==> config.mk <==
export PLATFORM = sky130hd
export DESIGN_NAME = pwm_gen_flat
export DESIGN_NICKNAME = d
export VERILOG_FILES = /design/src/rtl/pwm_gen_if.sv /design/src/rtl/pwm_gen.sv /design/src/flat_wrapper.sv
export SDC_FILE = /design/constraint.sdc
export NUM_CORES = 1
export LEC_CHECK = 0
export ABC_AREA = 1
export BUFFER_PORTS_ARGS = -buffer_cell sky130_fd_sc_hd__clkbuf_2
export CAP_MARGIN = 25
export CORE_ASPECT_RATIO = 0.9
export CORE_MARGIN = 5
export CORE_UTILIZATION = 40
export DETAILED_ROUTE_END_ITERATION = 16
export PLACE_DENSITY_LB_ADDON = 0.25
export SLEW_MARGIN = 20
export SYNTH_ARGS = -nofsm -noshare
export SYNTH_HDL_FRONTEND = slang
export SYNTH_SLANG_ARGS = --single-unit
==> constraint.sdc <==
create_clock -name clk -period 1.61 [get_ports clk]
set_clock_uncertainty 0.15 [all_clocks]
set_input_delay 0.322 -clock clk [delete_from_list [all_inputs] [get_ports clk]]
set_output_delay 0.322 -clock clk [all_outputs]
set_load 0.005 [all_outputs]
==> src/rtl/pwm_gen_if.sv <==
// pwm_gen_if: run/duty request in, gate-drive pair, period marker and busy out.
// The generator takes the slave side; the controlling logic takes the master side.
interface pwm_gen_if #(
    parameter int WIDTH = 11
);
    logic             en;
    logic [WIDTH-1:0] duty;
    logic             pwm_high;
    logic             pwm_low;
    logic             pwm_synch;
    logic             busy;

    modport master (
        output en,
        output duty,
        input  pwm_high,
        input  pwm_low,
        input  pwm_synch,
        input  busy
    );

    modport slave (
        input  en,
        input  duty,
        output pwm_high,
        output pwm_low,
        output pwm_synch,
        output busy
    );
endinterface

==> src/rtl/pwm_gen.sv <==
// pwm_gen: complementary gate-drive pair from a free-running period counter
// compared against a double-buffered duty value. Disabling lets the current
// period finish with the low side on before both outputs go off.
// Optional build macro PWM_CENTER_ALIGN_EN: up/down counter, pulse centred on
// the valley, shadow load and synch at the valley. Default is edge-aligned.
module pwm_gen #(
    parameter int WIDTH = 11
) (
    input  logic     clk,
    input  logic     rst_n,
    pwm_gen_if.slave bus
);
    typedef enum logic [1:0] {
        IDLE  = 2'd0,
        RUN   = 2'd1,
        DRAIN = 2'd2
    } state_t;

    localparam logic [WIDTH-1:0] MAX = {WIDTH{1'b1}};
    localparam logic [WIDTH-1:0] ONE = {{(WIDTH-1){1'b0}}, 1'b1};

    state_t           state;
    logic [WIDTH-1:0] cnt;
    logic [WIDTH-1:0] cnt_next;
    logic [WIDTH-1:0] duty_active;
    logic             boundary;    // shadow-load point of the period
    logic             drain_done;  // last counter value of a draining period
    logic             on;

`ifdef PWM_CENTER_ALIGN_EN
    logic dir_down;
    logic dir_next;

    // Triangle count: 0 up to MAX, back down to 0; each end turns the direction
    always_comb begin
        cnt_next = cnt + ONE;
        dir_next = 1'b0;
        if (cnt == '0) begin
            cnt_next = ONE;
            dir_next = 1'b0;
        end else if (cnt == MAX) begin
            cnt_next = MAX - ONE;
            dir_next = 1'b1;
        end else if (dir_down) begin
            cnt_next = cnt - ONE;
            dir_next = 1'b1;
        end
    end

    assign boundary   = (cnt == '0);
    // Valley on the down slope closes the period; the valley of RUN entry does not
    assign drain_done = (cnt == '0) && dir_down;
`else
    assign cnt_next   = cnt + ONE;
    assign boundary   = (cnt == MAX);
    assign drain_done = (cnt == MAX);
`endif

    assign on       = (cnt < duty_active);
    assign bus.busy = (state != IDLE);

    // Control FSM, period counter, duty shadow register and registered drive outputs
    always_ff @(posedge clk or negedge rst_n) begin
        if (!rst_n) begin
            state         <= IDLE;
            cnt           <= '0;
            duty_active   <= '0;
            bus.pwm_high  <= 1'b0;
            bus.pwm_low   <= 1'b0;
            bus.pwm_synch <= 1'b0;
`ifdef PWM_CENTER_ALIGN_EN
            dir_down      <= 1'b0;
`endif
        end else begin
            unique case (state)
                IDLE: begin
                    cnt           <= '0;
                    duty_active   <= bus.duty;
                    bus.pwm_high  <= 1'b0;
                    bus.pwm_low   <= 1'b0;
                    bus.pwm_synch <= 1'b0;
`ifdef PWM_CENTER_ALIGN_EN
                    dir_down      <= 1'b0;
`endif
                    if (bus.en) begin
                        state <= RUN;
                    end
                end
                RUN: begin
                    cnt <= cnt_next;
`ifdef PWM_CENTER_ALIGN_EN
                    dir_down <= dir_next;
`endif
                    if (boundary) begin
                        duty_active <= bus.duty;
                    end
                    bus.pwm_high  <= on;
                    bus.pwm_low   <= ~on;
                    bus.pwm_synch <= (cnt == '0);
                    if (!bus.en) begin
                        state <= DRAIN;
                    end
                end
                DRAIN: begin
                    bus.pwm_high  <= 1'b0;
                    bus.pwm_low   <= 1'b1;
                    bus.pwm_synch <= 1'b0;
                    if (drain_done) begin
                        state <= IDLE;
                        cnt   <= '0;
`ifdef PWM_CENTER_ALIGN_EN
                        dir_down <= 1'b0;
`endif
                    end else begin
                        cnt <= cnt_next;
`ifdef PWM_CENTER_ALIGN_EN
                        dir_down <= dir_next;
`endif
                    end
                end
                default: begin
                    state <= IDLE;
                end
            endcase
        end
    end
endmodule

==> src/flat_wrapper.sv <==
// flat-port wrapper written by rule: the top's interface ports become plain ports
module pwm_gen_flat 
#(
    parameter int WIDTH = 11
)
  (clk, rst_n, bus_en, bus_duty, bus_pwm_high, bus_pwm_low, bus_pwm_synch, bus_busy);
  pwm_gen_if #(.WIDTH(WIDTH)) bus_i ();
  input  logic clk;
  input  logic rst_n;
  input wire logic [$bits(bus_i.en)-1:0] bus_en;
  input wire logic [$bits(bus_i.duty)-1:0] bus_duty;
  output wire logic [$bits(bus_i.pwm_high)-1:0] bus_pwm_high;
  output wire logic [$bits(bus_i.pwm_low)-1:0] bus_pwm_low;
  output wire logic [$bits(bus_i.pwm_synch)-1:0] bus_pwm_synch;
  output wire logic [$bits(bus_i.busy)-1:0] bus_busy;
  assign bus_i.en = bus_en;
  assign bus_i.duty = bus_duty;
  assign bus_pwm_high = bus_i.pwm_high;
  assign bus_pwm_low = bus_i.pwm_low;
  assign bus_pwm_synch = bus_i.pwm_synch;
  assign bus_busy = bus_i.busy;
  pwm_gen #(.WIDTH(WIDTH)) u_core (.clk(clk), .rst_n(rst_n), .bus(bus_i));
endmodule
# == After elaboration in Yosys (flattened, before gate mapping) ==
# Cells that the tools add are included.
# W data, S select, Z words.
# classes
n_reduce_logical,9
add_sub_neg,1
mux,11
magnitude_cmp,1
bitwise,1
eq_ne,7
# ops
op,n
$pmux W11 S3,1
$mux W11,2
$pmux W11 S2,1
$add A11 B1 Y11 const B,1
$eq A11 B11 Y1 const B,1
$logic_not A11 Y1,1
$lt A11 B11 Y1,1
$mux W2,3
$pmux W2 S3,1
$reduce_bool A2 Y1,3
$ne A2 B1 Y1 const B,2
$ne A2 B2 Y1 const B,2
$pmux W1 S2,2
$pmux W1 S3,1
$reduce_and A3 Y1,1
$reduce_bool A3 Y1,1
$eq A2 B1 Y1 const B,1
$eq A2 B2 Y1 const B,1
$logic_not A2 Y1,1
$reduce_and A2 Y1,1
$reduce_or A2 Y1,1
$not A1 Y1,1
# word_totals
out_inout_bits,4
inputBits,14
elab_cells,36
regBits,27

# == Longest topological paths before layout ==
# depth
ltp_word,3
mapped_depth,10
ltp_nobuf,10

# == Least setup slack after synthesis ==
# Ideal clock, no wire load.
# synth_timing
path_type,register -> register
from,reg u_core.state[0]
to,reg u_core.cnt[2]
setup_ns,0.083
synth_period_minus_slack_ns,1.674
path_slack_ns,-0.064
required_ns,1.377
stages_incl_launch_ff,9
n_path_buf,0
arrival_time_ns,1.441
cell_sequence,dfrtp_1 inv_1 ha_1 inv_1 nor2_1 inv_1 a21oi_1 o21ai_0 o21ai_0
# synth_between
elab_chain_cells,2
elab_cells_between_ends,5
classes_between,eq/ne (2); mux (1); reduce/logical (2)
# synth_lines
element,line_no,rtl
"start, declared",pwm_gen.sv:22,state_t state;
"start signal, assigned",pwm_gen.sv:65,state <= IDLE;
"start signal, assigned",pwm_gen.sv:86,state <= RUN;
"start signal, assigned",pwm_gen.sv:101,state <= DRAIN;
$eq A2 B2 Y1 (tied with other cells),pwm_gen.sv:75,unique case (state)
$pmux W11 S3 / $reduce_bool A3 Y1 (equally long branches),--,
"end signal, assigned",pwm_gen.sv:90,cnt <= cnt_next;
"end signal, assigned",pwm_gen.sv:115,cnt <= cnt_next;
"end, declared",pwm_gen.sv:23,logic [WIDTH-1:0] cnt;
# Several ways; a longest one is shown, not always the timed one.
# A chain may end at the register's enable or synchronous reset.

# == Final worst setup path ==
# layout_timing
from,reg u_core.state[1]
to,out bus_busy
# layout_between
elab_chain_cells,1
# layout_lines
element,line_no,rtl
$reduce_bool A2 Y1,pwm_gen.sv:60,assign bus.busy = (state != IDLE);
"end, declared",flat_wrapper.sv:15,output wire logic [$bits(bus_i.busy)-1:0] bus_busy;
# Every way passes these cells.

==> impl_metrics.ini <==
[grt]
grt_overflow = 0
antenna_found_initial = 0
grt_usage_pct = 14.32
grt_max_degree = 28
grt_pass1_wl_mm = 6.589
grt_pass1_vias = 1467

[sta]
worst_pin_slew_ns = 0.2207
finalHoldViolations = 0
max_freq_ghz = 0.6266
relSlewSlack_pct = 85.15
setup_viol = 0
hold_slack_ns = 0.1050
min_period_ns = 1.596
fin_crit_sh_pct = 99.13
drv_slew = 0
rsz0062_at_grt = true

[setup_path]
endpoint_kind = primary output
cp_slowest_cell = dfrtp_1
crit_type = flip-flop to primary output
critPathMaxStageDelay_ns = 0.43
critPathBufInv = 3
worst-path-max-fanout = 4
start_kind = flip-flop
worstPathRequired_ns = 1.14
crit_top_cell = inv_2
crit_arrival_ns = 1.12
path_cells = inv_2, ha_4, inv_2, clkbuf_2
critPathTopFamily = flip-flops

[flow_run]
maxCapViolCount = 0

[routing]
top_layer = met4
antenna_left = 0
dr_wl_met2_mm = 1.830
vias = 1545
met1Wirelength_mm = 1.796
wl_met3_um = 161
vias_per_cell = 4.843
dr.pass1.iters = 4
wl_mm = 3.820
wl_per_cell_um = 11.97
drc = 0
drtIter0Drc = 79

[synth]
yosysTopAreaCell = dfrtp_1
async_flop_share_pct = 100.0
ys_seq_area_share_pct = 38.90
synth.net_count = 257
synth.cell_area_um2 = 1737
syn_avg_cell_area_um2 = 7.651
syn_inst = 227
ys.flop_type = dfrtp_1
synth_top_family_by_area = simple AND/OR/NAND/NOR gates
yosys.area_share.simple_pct = 23.05
yosys.area.top_type_share_pct = 38.90
synth_fa_ha_area_share_pct = 11.53
synth_common_cells = nand2_1, inv_1, dfrtp_1
synth.most_common_cell = nand2_1
yosysUniqueCellTypes = 21
synth_enable_flop_cells = 0
yosys-top-cells-area = dfrtp_1, nand2_1, ha_1, inv_1, o21ai_2
synth_seq_cells = 27
synth_xor_area_share_pct = 0
synth_compound_area_share_pct = 14.41
synthMuxAreaShare_pct = 0
synth_warnings = 0

[placed_design]
place.gp.congestion = 0.8503
post_dp_cell_area_um2 = 2038
place_inst = 308
hpwl_mm = 2.831
port-buffer-count = 17

[cells_and_area]
syn_to_final_growth_pct = 30.55
drive_gt1_share_pct = 33.58
final_nets = 302
fin_cells = 319
fin_area_um2 = 2267
antenna_cells = 0
final_core_util_pct = 54.91

[pwr]
vdd_drop_max_v = 0.0006537
leakagePower_nw = 1.177
p_per_area_nw_per_um2 = 1499
finalPower_mw = 3.398

[clock_network]
cts.clk_slew.worst_paths_ns = 0.10
clock-sinks = 27
cts_max_level = 1
cts_buffers = 3
clk_latency_ns = 0.28
cts_max_path_buffers = 2
cts_tree = yes
root_buffer = clkbuf_8

[floorplanning]
core_area_um2 = 4129
rows = 22
die_width_um = 79.46
die-height_um = 72.51
pin_count = 18
start_util_pct = 42.06
die-area_um2 = 5761

[status]
status = complete, no violations

[min_path]
hold_path.class = input pin to flip-flop
==> placed cells by master (no fill, tap or decap), drive strengths merged <==
cell type / count
o21ai: 26
dfrtp: 27
nand2: 59
inv: 49
nor2: 10
clkbuf: 21
a21oi: 8
nor4: 2
dlygate4sd3: 1
o211ai: 1
nand3: 16
nand4: 5
buf: 25
o21bai: 2
o22ai: 2
ha: 16
nor3: 1
==> path summary, 6_finish.rpt <==
path,start,endpoint,slack (ns),depth (start not counted)
worst max-delay path,u_core.state[1],bus_busy,0.01,4
worst min register to register,u_core.duty_active[7],u_core.duty_active[7],0.34,2
worst max register to register,u_core.state[1],u_core.cnt[7],0.04,9
max in group asynchronous,rst_n,u_core.cnt[4],0.76,3
min in group asynchronous,rst_n,u_core.duty_active[8],0.37,3
worst min-delay path,bus_duty[7],u_core.duty_active[7],0.11,3
==> report_power, final <==
part	total (mW)	internal [mW]	leakage (nW)	switching, mW
Clock	0.397	0.178	0.0228	0.219
Combinational	1.99	0.889	0.806	1.10
Sequential	1.01	0.890	0.349	0.123
Total	3.40	1.96	1.18	1.44
==> layout make-up <==
class	count	area, um^2
Clock buffer	4	45.04
Sequential cell	27	676.9
Fill cell	399	1862
Tap cell	48	60.06
Timing Repair Buffer	43	327.8
Multi-Input combinational cell	148	973.4
Inverter	49	183.9
==> worst min-delay path: cells and delay by family <==
| family | cells | cell delay [ns] |
|---|---|---|
| buffers and inverters | 2 | 0.13 |
| AOI/OAI and AO/OA | 1 | 0.05 |
==> state kept, by name, indices dropped and copies added (netlist names) <==
signal	count
u_core.cnt	11
u_core.bus.pwm_low	1
u_core.state	2
u_core.bus.pwm_high	1
u_core.bus.pwm_synch	1
u_core.duty_active	11
==> timing repair <==
action | in CTS | in global routing
setup buffers | 0 | 6
setup endpoints to repair | 12 | 28
pin swaps | 0 | 6
endpoints found under the hold margin | 27 | 0
cloned | 0 | 0
hold buffers | 1 | 0
gates resized for setup | 4 | 35
==> metal layers <==
metal  vias up  GRT usage (%)
li1        812              -
met1       699          19.75
met2        29          22.98
met3         5          3.350
met4         0          2.863
met5         -              0
==> through the flow <==
step | worst slack [ns] | TNS, ns
after floorplan | 0.03907 | 0
after global placement | -0.01282 | -0.03283
after detailed placement | 0.009514 | 0
after CTS | -0.01325 | -0.01325
after global routing | -0.06782 | -0.3807
final | 0.01402 | 0
==> kinds of logic after synthesis <==
family | Yosys count
AOI/OAI and AO/OA | 39
and+or+nand+nor | 93
adders and majority gates | 16
buffers and inverters | 52
DFF | 27
(Power assumes the default switching activity.)
